[src/rtl/sao_deci_type_sched.sv]
// sao_deci_type_sched: walks NUM_TYPE SAO offset types per CTU, streams NUM_CATEGORY
// distortions per type into the one-type accumulator, keeps the minimum per-type sum
// and hands the winning type and its distortion to the SAO parameter writer.
//
// Ports:
//   clk, arst_n          clock, asynchronous active-low reset
//   start, abort         begin a CTU decision (IDLE only) / cancel from any state
//   busy, type_idx       not IDLE / type currently being accumulated
//   dist_in, dist_valid, dist_ready   per-category distortion stream
//   accu_en, accu_rst_n, accu_distortion, accu_dist   accumulator control/data/sum
//   best_valid, best_ready, best_type, best_dist      result handshake
//
// Macro SAO_DECI_OFF_CAND_EN: SAO-off (type code NUM_TYPE, distortion 0) is a candidate.
module sao_deci_type_sched #(
    parameter int DIST_LEN     = 21,
    parameter int NUM_CATEGORY = 4,
    parameter int NUM_TYPE     = 5,
    parameter int TYPE_W       = 3,
    parameter int ACCU_W       = DIST_LEN + NUM_CATEGORY
) (
    input  logic                       clk,
    input  logic                       arst_n,
    input  logic                       start,
    input  logic                       abort,
    output logic                       busy,
    output logic [TYPE_W-1:0]          type_idx,
    input  logic signed [DIST_LEN-1:0] dist_in,
    input  logic                       dist_valid,
    output logic                       dist_ready,
    output logic                       accu_en,
    output logic                       accu_rst_n,
    output logic signed [DIST_LEN-1:0] accu_distortion,
    input  logic signed [ACCU_W-1:0]   accu_dist,
    output logic                       best_valid,
    input  logic                       best_ready,
    output logic [TYPE_W-1:0]          best_type,
    output logic signed [ACCU_W-1:0]   best_dist
);
    typedef enum logic [2:0] {IDLE, FLUSH, ACCU, CAPT, CLR, DONE} state_t;

    localparam int CNT_W = $clog2(NUM_CATEGORY + 1);
    localparam logic [CNT_W-1:0]  LAST_BEAT = CNT_W'(NUM_CATEGORY - 1);
    localparam logic [TYPE_W-1:0] LAST_TYPE = TYPE_W'(NUM_TYPE - 1);

    state_t           state;
    logic [CNT_W-1:0] beat;
    logic             load;

`ifdef SAO_DECI_OFF_CAND_EN
    localparam logic [TYPE_W-1:0] INIT_TYPE = TYPE_W'(NUM_TYPE);
    assign load = accu_dist < best_dist;
`else
    localparam logic [TYPE_W-1:0] INIT_TYPE = '0;
    // type 0 always seeds the best register when there is no off candidate
    assign load = (type_idx == '0) || (accu_dist < best_dist);
`endif

    assign busy            = state != IDLE;
    assign dist_ready      = state == ACCU;
    assign best_valid      = state == DONE;
    assign accu_distortion = dist_in;
    // CLR issues the accumulator's terminal enable, which clears its sum and count
    assign accu_en         = !abort && ((state == ACCU && dist_valid) || state == CLR);
    assign accu_rst_n      = !(state == FLUSH || (abort && busy));

    always_ff @(posedge clk or negedge arst_n) begin
        if (!arst_n) begin
            state     <= IDLE;
            type_idx  <= '0;
            beat      <= '0;
            best_type <= '0;
            best_dist <= '0;
        end else if (abort) begin
            state <= IDLE;
        end else begin
            case (state)
                IDLE: begin
                    type_idx <= '0;
                    beat     <= '0;
                    if (start) begin
                        state     <= FLUSH;
                        best_type <= INIT_TYPE;
                        best_dist <= '0;
                    end
                end
                FLUSH: state <= ACCU;
                ACCU: if (dist_valid) begin
                    if (beat == LAST_BEAT) begin
                        beat  <= '0;
                        state <= CAPT;
                    end else begin
                        beat <= beat + 1'b1;
                    end
                end
                CAPT: begin
                    if (load) begin
                        best_dist <= accu_dist;
                        best_type <= type_idx;
                    end
                    state <= CLR;
                end
                CLR: if (type_idx == LAST_TYPE) begin
                    state <= DONE;
                end else begin
                    type_idx <= type_idx + 1'b1;
                    state    <= ACCU;
                end
                DONE: if (best_ready) state <= IDLE;
                default: state <= IDLE;
            endcase
        end
    end
endmodule

[config.mk]
export PLATFORM = sky130hd
export DESIGN_NAME = sao_deci_type_sched
export DESIGN_NICKNAME = d
export VERILOG_FILES = /design/src/rtl/sao_deci_type_sched.sv
export SDC_FILE = /design/constraint.sdc
export NUM_CORES = 1
export LEC_CHECK = 0
export ABC_AREA = 1
export CORE_MARGIN = 8
export CORE_UTILIZATION = 48
export DETAILED_ROUTE_END_ITERATION = 8
export GPL_TIMING_DRIVEN = 1
export PLACE_DENSITY = 0.95
export SYNTH_ARGS = -nofsm -noshare
export SYNTH_HDL_FRONTEND = slang
export SYNTH_SLANG_ARGS = --single-unit
[constraint.sdc]
create_clock -name clk -period 2.85 [get_ports clk]
set_clock_uncertainty 0.05 [all_clocks]
set_input_delay 0.57 -clock clk [delete_from_list [all_inputs] [get_ports clk]]
set_output_delay 0.57 -clock clk [all_outputs]
set_load 0.02 [all_outputs]
# == After elaboration in Yosys (flattened, before gate mapping) ==
# Cells that the tools add are included.
# totals
regBits,37
in_bits,52
output_inout_bits,57
wordCells,60
# op_classes
n_addsub,2
n_lt_le_gt_ge,1
n_eq_ne,15
mux,18
bitwise_logic,1
reduce_logical,18
# ops
operator,n
25-bit 2-to-1 mux,2
25-bit one-hot mux with 2 select lines,1
3-bit 2-to-1 mux,11
25-bit less-than comparator,1
3-bit one-hot mux with 2 select lines,3
3-bit one-hot mux with 6 select lines,1
"3-bit by 2-bit == test with 1-bit output, second input constant",3
"3-bit == test, second input constant",3
"2-bit != test, second input constant",4
4-bit AND reduction,2
"3-bit by 1-bit adder with 3-bit output, second input constant",2
3-bit logical NOT,2
"3-bit by 2-bit != test with 1-bit output, second input constant",2
"3-bit != test, second input constant",2
3-bit AND reduction,2
2-bit nonzero test,3
"3-bit by 1-bit == test with 1-bit output, second input constant",1
1-bit logical AND,3
1-bit logical OR,3
3-bit nonzero test,1
1-bit logical NOT,2
1-bit NOT,1

# == Logic depth before layout (Yosys ltp) ==
# logic_depth
ltp_word,5
ltp_mapped,18
depth_no_buf,17

# == Least setup slack after synthesis ==
# OpenSTA, ideal clock, no wires.
# synth_timing
path_kind,register to output
startpoint,register state[2]
endpoint,output port accu_en
arrival_time_ns,1.612
required_time_ns,2.230
setup_slack_ns,0.618
stages_incl_launch_ff,4
n_path_buf,0
path_cell_list,dfrtp_1 > nor3_1 > nand3_1 > o21ai_0
# synth_via
elab_chain_cells,4
word_cells_on_any_way,5
cone_classes,2 x eq/ne; 3 x reduce/logical
# synth_lines
element,line,rtl
"start, declared",45,state_t state;
"start signal, assigned",68,state <= IDLE;
"start signal, assigned",74,state <= IDLE;
"start signal, assigned",81,state <= FLUSH;
3-bit by 2-bit == test with 1-bit output,-,
net dist_ready,29,"output logic dist_ready,"
1-bit logical AND,63,assign accu_en = !abort && ((state == ACCU && dist_valid) || state == CLR);
1-bit logical OR,63,
1-bit logical AND,63,
"end, declared",30,"output logic accu_en,"
# The timed path passes the listed nets, and every way through them passes these cells.

# == Final worst setup path ==
# layout_timing
startpoint,register state[1]
endpoint,output port accu_en
# layout_via
elab_chain_cells,4
word_cells_on_any_way,5
cone_classes,2 x eq/ne; 3 x reduce/logical
# layout_lines
element,line
3-bit by 2-bit == test with 1-bit output,63
1-bit logical AND,63
1-bit logical OR *,63
1-bit logical AND *,63
# Every way passes the cells marked *; elsewhere a longest branch is shown, timed or not.

==> reports/results.tsv <==
stage	metric	value	unit
global_routing	grt total ovfl	0	
floorplan	Die H	92.2	um
global_routing	met2 Usage GRT	0.292	
yosys	Yosys reg bits	37	
sta	worst slew pin tran	0.926	ns
yosys	register area share after synthesis	0.332	
sta	Fin. Hold Viols	0	
detailed_routing	post-DR wirelength/cell	13.9	um
floorplan	Initial Utilization	0.501	
sta	Slew Viols, Final	0	
cts	root buffer cell	clkbuf_8	
global_routing	first-pass GRT wire length	12000	um
yosys	number of library cell types mapped by synthesis	30	
cts	CTS clk-pin slew, worst paths	0.07	ns
global_routing	antenna violations before repair	0	
floorplan	Core Box Area	5570	um^2
final_layout	share of cells above drive strength 1	0.0571	
floorplan	I/O pin cnt	109	
cts	total number of H-tree levels	2	
detailed_routing	Routed WL	7080	um
yosys	Synth area leader	dfrtp_1	
detailed_routing	Initial DRC Count	130	
power	Leakage Power	1.78	nW
yosys	top cell type's share of synthesized area	0.332	
cts	total CTS buffers	5	
critical_path	critical path type	reg2out	
sta	worst hold slack	0.335	ns
floorplan	die area	8510	um^2
yosys	top post-synthesis cells by area	dfrtp_1, nand2_1, ha_1, inv_1, nand3_1	
critical_path	Worst setup SP type	register	
yosys	Mapped Area	2790	um^2
cts	CTS tree	built	
detailed_routing	drt first pass iters	5	
yosys	syn nets	469	
sta	minimum clock period	2.62	ns
critical_path	CP endpoint kind	output port	
sta	slew margin rel.	0.382	
floorplan	Cell Rows	27	
cts	Longest Clk Path Bufs	2	
cts	Clk Latency, worst-skew pair	0.29	ns
detailed_routing	DRT antenna net count	0	
sta	period utilization	0.920	
final_layout	ant diodes	0	
yosys	EDFF count, synth	0	
cts	Post-CTS Resized	0	
critical_path	Worst EP arrival	2.00	ns
detailed_routing	# DRC	0	
min_path	Hold Crit Class	in2async	
yosys	asr flop ratio synth	1.00	
status	status	finished, final reports clean	
placed_design	dpl hpwl	5490	um
cts	Sink Count	37	
power	Power Dens Cells	484	nW/um^2
detailed_routing	Avg Vias per Cell	4.96	
power	worst-case vdd ir drop	0.251	mV
sta	# setup viols final	0	
critical_path	WP data required	2.23	ns
global_routing	M3 GR Usage	0.0456	
yosys	syn_area_per_cell	7.15	um^2
placed_design	PortBufs	66	
yosys	ys flop type	dfrtp_1	
critical_path	Critical Path Fanout Max	4	
floorplan	chip width	92.2	um
job	# Max-Cap Violations	0	
global_routing	vias in the first global route	2571	
cts	Setup Fix Bufs, Post-CTS	0	
cts	Hold Buf Count CTS	0	
final_layout	area delta synth->final	21.7	%
sta	Max Freq	381	MHz
global_routing	GRT Overall Usage	0.172	
global_routing	GRT busiest layer	met2	
sta	RSZ-0062 raised after global routing	false	
global_routing	met1 Resource Use GR	0.205	
yosys	Synth top cells by count	nand2_1, inv_1, nor2_1, nand3_1, dfrtp_1	
placed_design	GPL Wtd Cong	0.903	
final_layout	final net count	517	
yosys	cell with the most instances after synthesis	nand2_1	
sta	Fin Setup TNS	0	ns
final_layout	fillers	488	
global_routing	largest net degree at the start of global routing	38	
yosys	Gate Count Post-Synth	390	
yosys	YS warnings	0	
detailed_routing	total number of vias	2531	
==> critical path: stages (launching register included) <==
cell and delay [ns]:
dfrtp_1 0.42, nor2_1 0.17, inv_1 0.07, nor2_1 0.18
inv_1 0.09, o21ai_0 0.15, clkdlybuf4s50_1 0.63
==> flip-flops by register name, indices dropped and copies added (netlist names) <==
name	count
best_type	3
beat	3
type_idx	3
best_dist	25
state	3
==> cell type report <==
cell class,instances,area (um^2),area share
tap,72,90.1,0.0265
clock buffer,7,86.3,0.0254
sequential,37,926,0.273
multi-input combinational,242,1290,0.380
inverter,79,297,0.0873
timing repair buffer,73,708,0.208
==> metal layers <==
metal	share of wire	wire (um)	vias to the layer above
met5	0	0	-
met4	0.011	78	0
met3	0.078	555	9
met2	0.48	3430	103
met1	0.43	3020	1155
li1	-	-	1264
==> per-stage QoR <==
stage                     power (mW)  instances  worst slack (ns)   util  instance area (um^2)
after floorplan                 1.10        390             0.618      -                  2790
after global placement          1.24        503             0.105  0.594                  3310
after detailed placement        1.27        503          0.000312  0.594                  3310
after CTS                       1.65        510             0.216  0.609                  3400
after global routing            1.75        510            0.0886  0.609                  3400
final                           1.65        510             0.228  0.609                  3400
==> where the power goes <==
group	total (mW)	switching (mW)	leakage [nW]	internal [mW]
Combinational	0.652	0.393	1.22	0.258
Clock	0.382	0.190	0.0443	0.192
Sequential	0.612	0.0408	0.512	0.571
Total	1.65	0.624	1.78	1.02
==> placed cells by master, fill, tap and decap left out, types with 2 or more instances in the layout <==
cell type,n
nand2_1,95
inv_1,77
clkdlybuf4s50_1,65
nor2_1,41
nand3_1,39
dfrtp_1,37
ha_1,27
a21oi_1,11
buf_4,7
o21ai_0,6
clkbuf_8,6
nor3_1,5
nand2_2,4
inv_2,2
a21o_1,2
==> cells by family after synthesis <==
kind of cell / Yosys count / share of synthesized area
buf+inv: 111 / 0.206
flops: 37 / 0.332
simple gates: 190 / 0.290
compound gates: 25 / 0.0516
fa+ha+maj: 27 / 0.121
==> final timing paths <==
kind	from	to	slack [ns]	cells after the start
hold reg to reg	best_type[2]$_DFFE_PN0P_	best_type[2]$_DFFE_PN0P_	0.43	2
setup reg to reg	best_dist[24]$_DFFE_PN0P_	best_dist[14]$_DFFE_PN0P_	0.58	15
max in group asynchronous	arst_n	best_dist[13]$_DFFE_PN0P_	1.86	1
min in group clk	best_type[2]$_DFFE_PN0P_	best_type[2]$_DFFE_PN0P_	0.43	2
hold / removal	arst_n	best_dist[10]$_DFFE_PN0P_	0.33	1
setup / recovery	state[1]$_DFFE_PN0P_	accu_en	0.23	6
No activity file was read; power rests on OpenSTA's default activity.
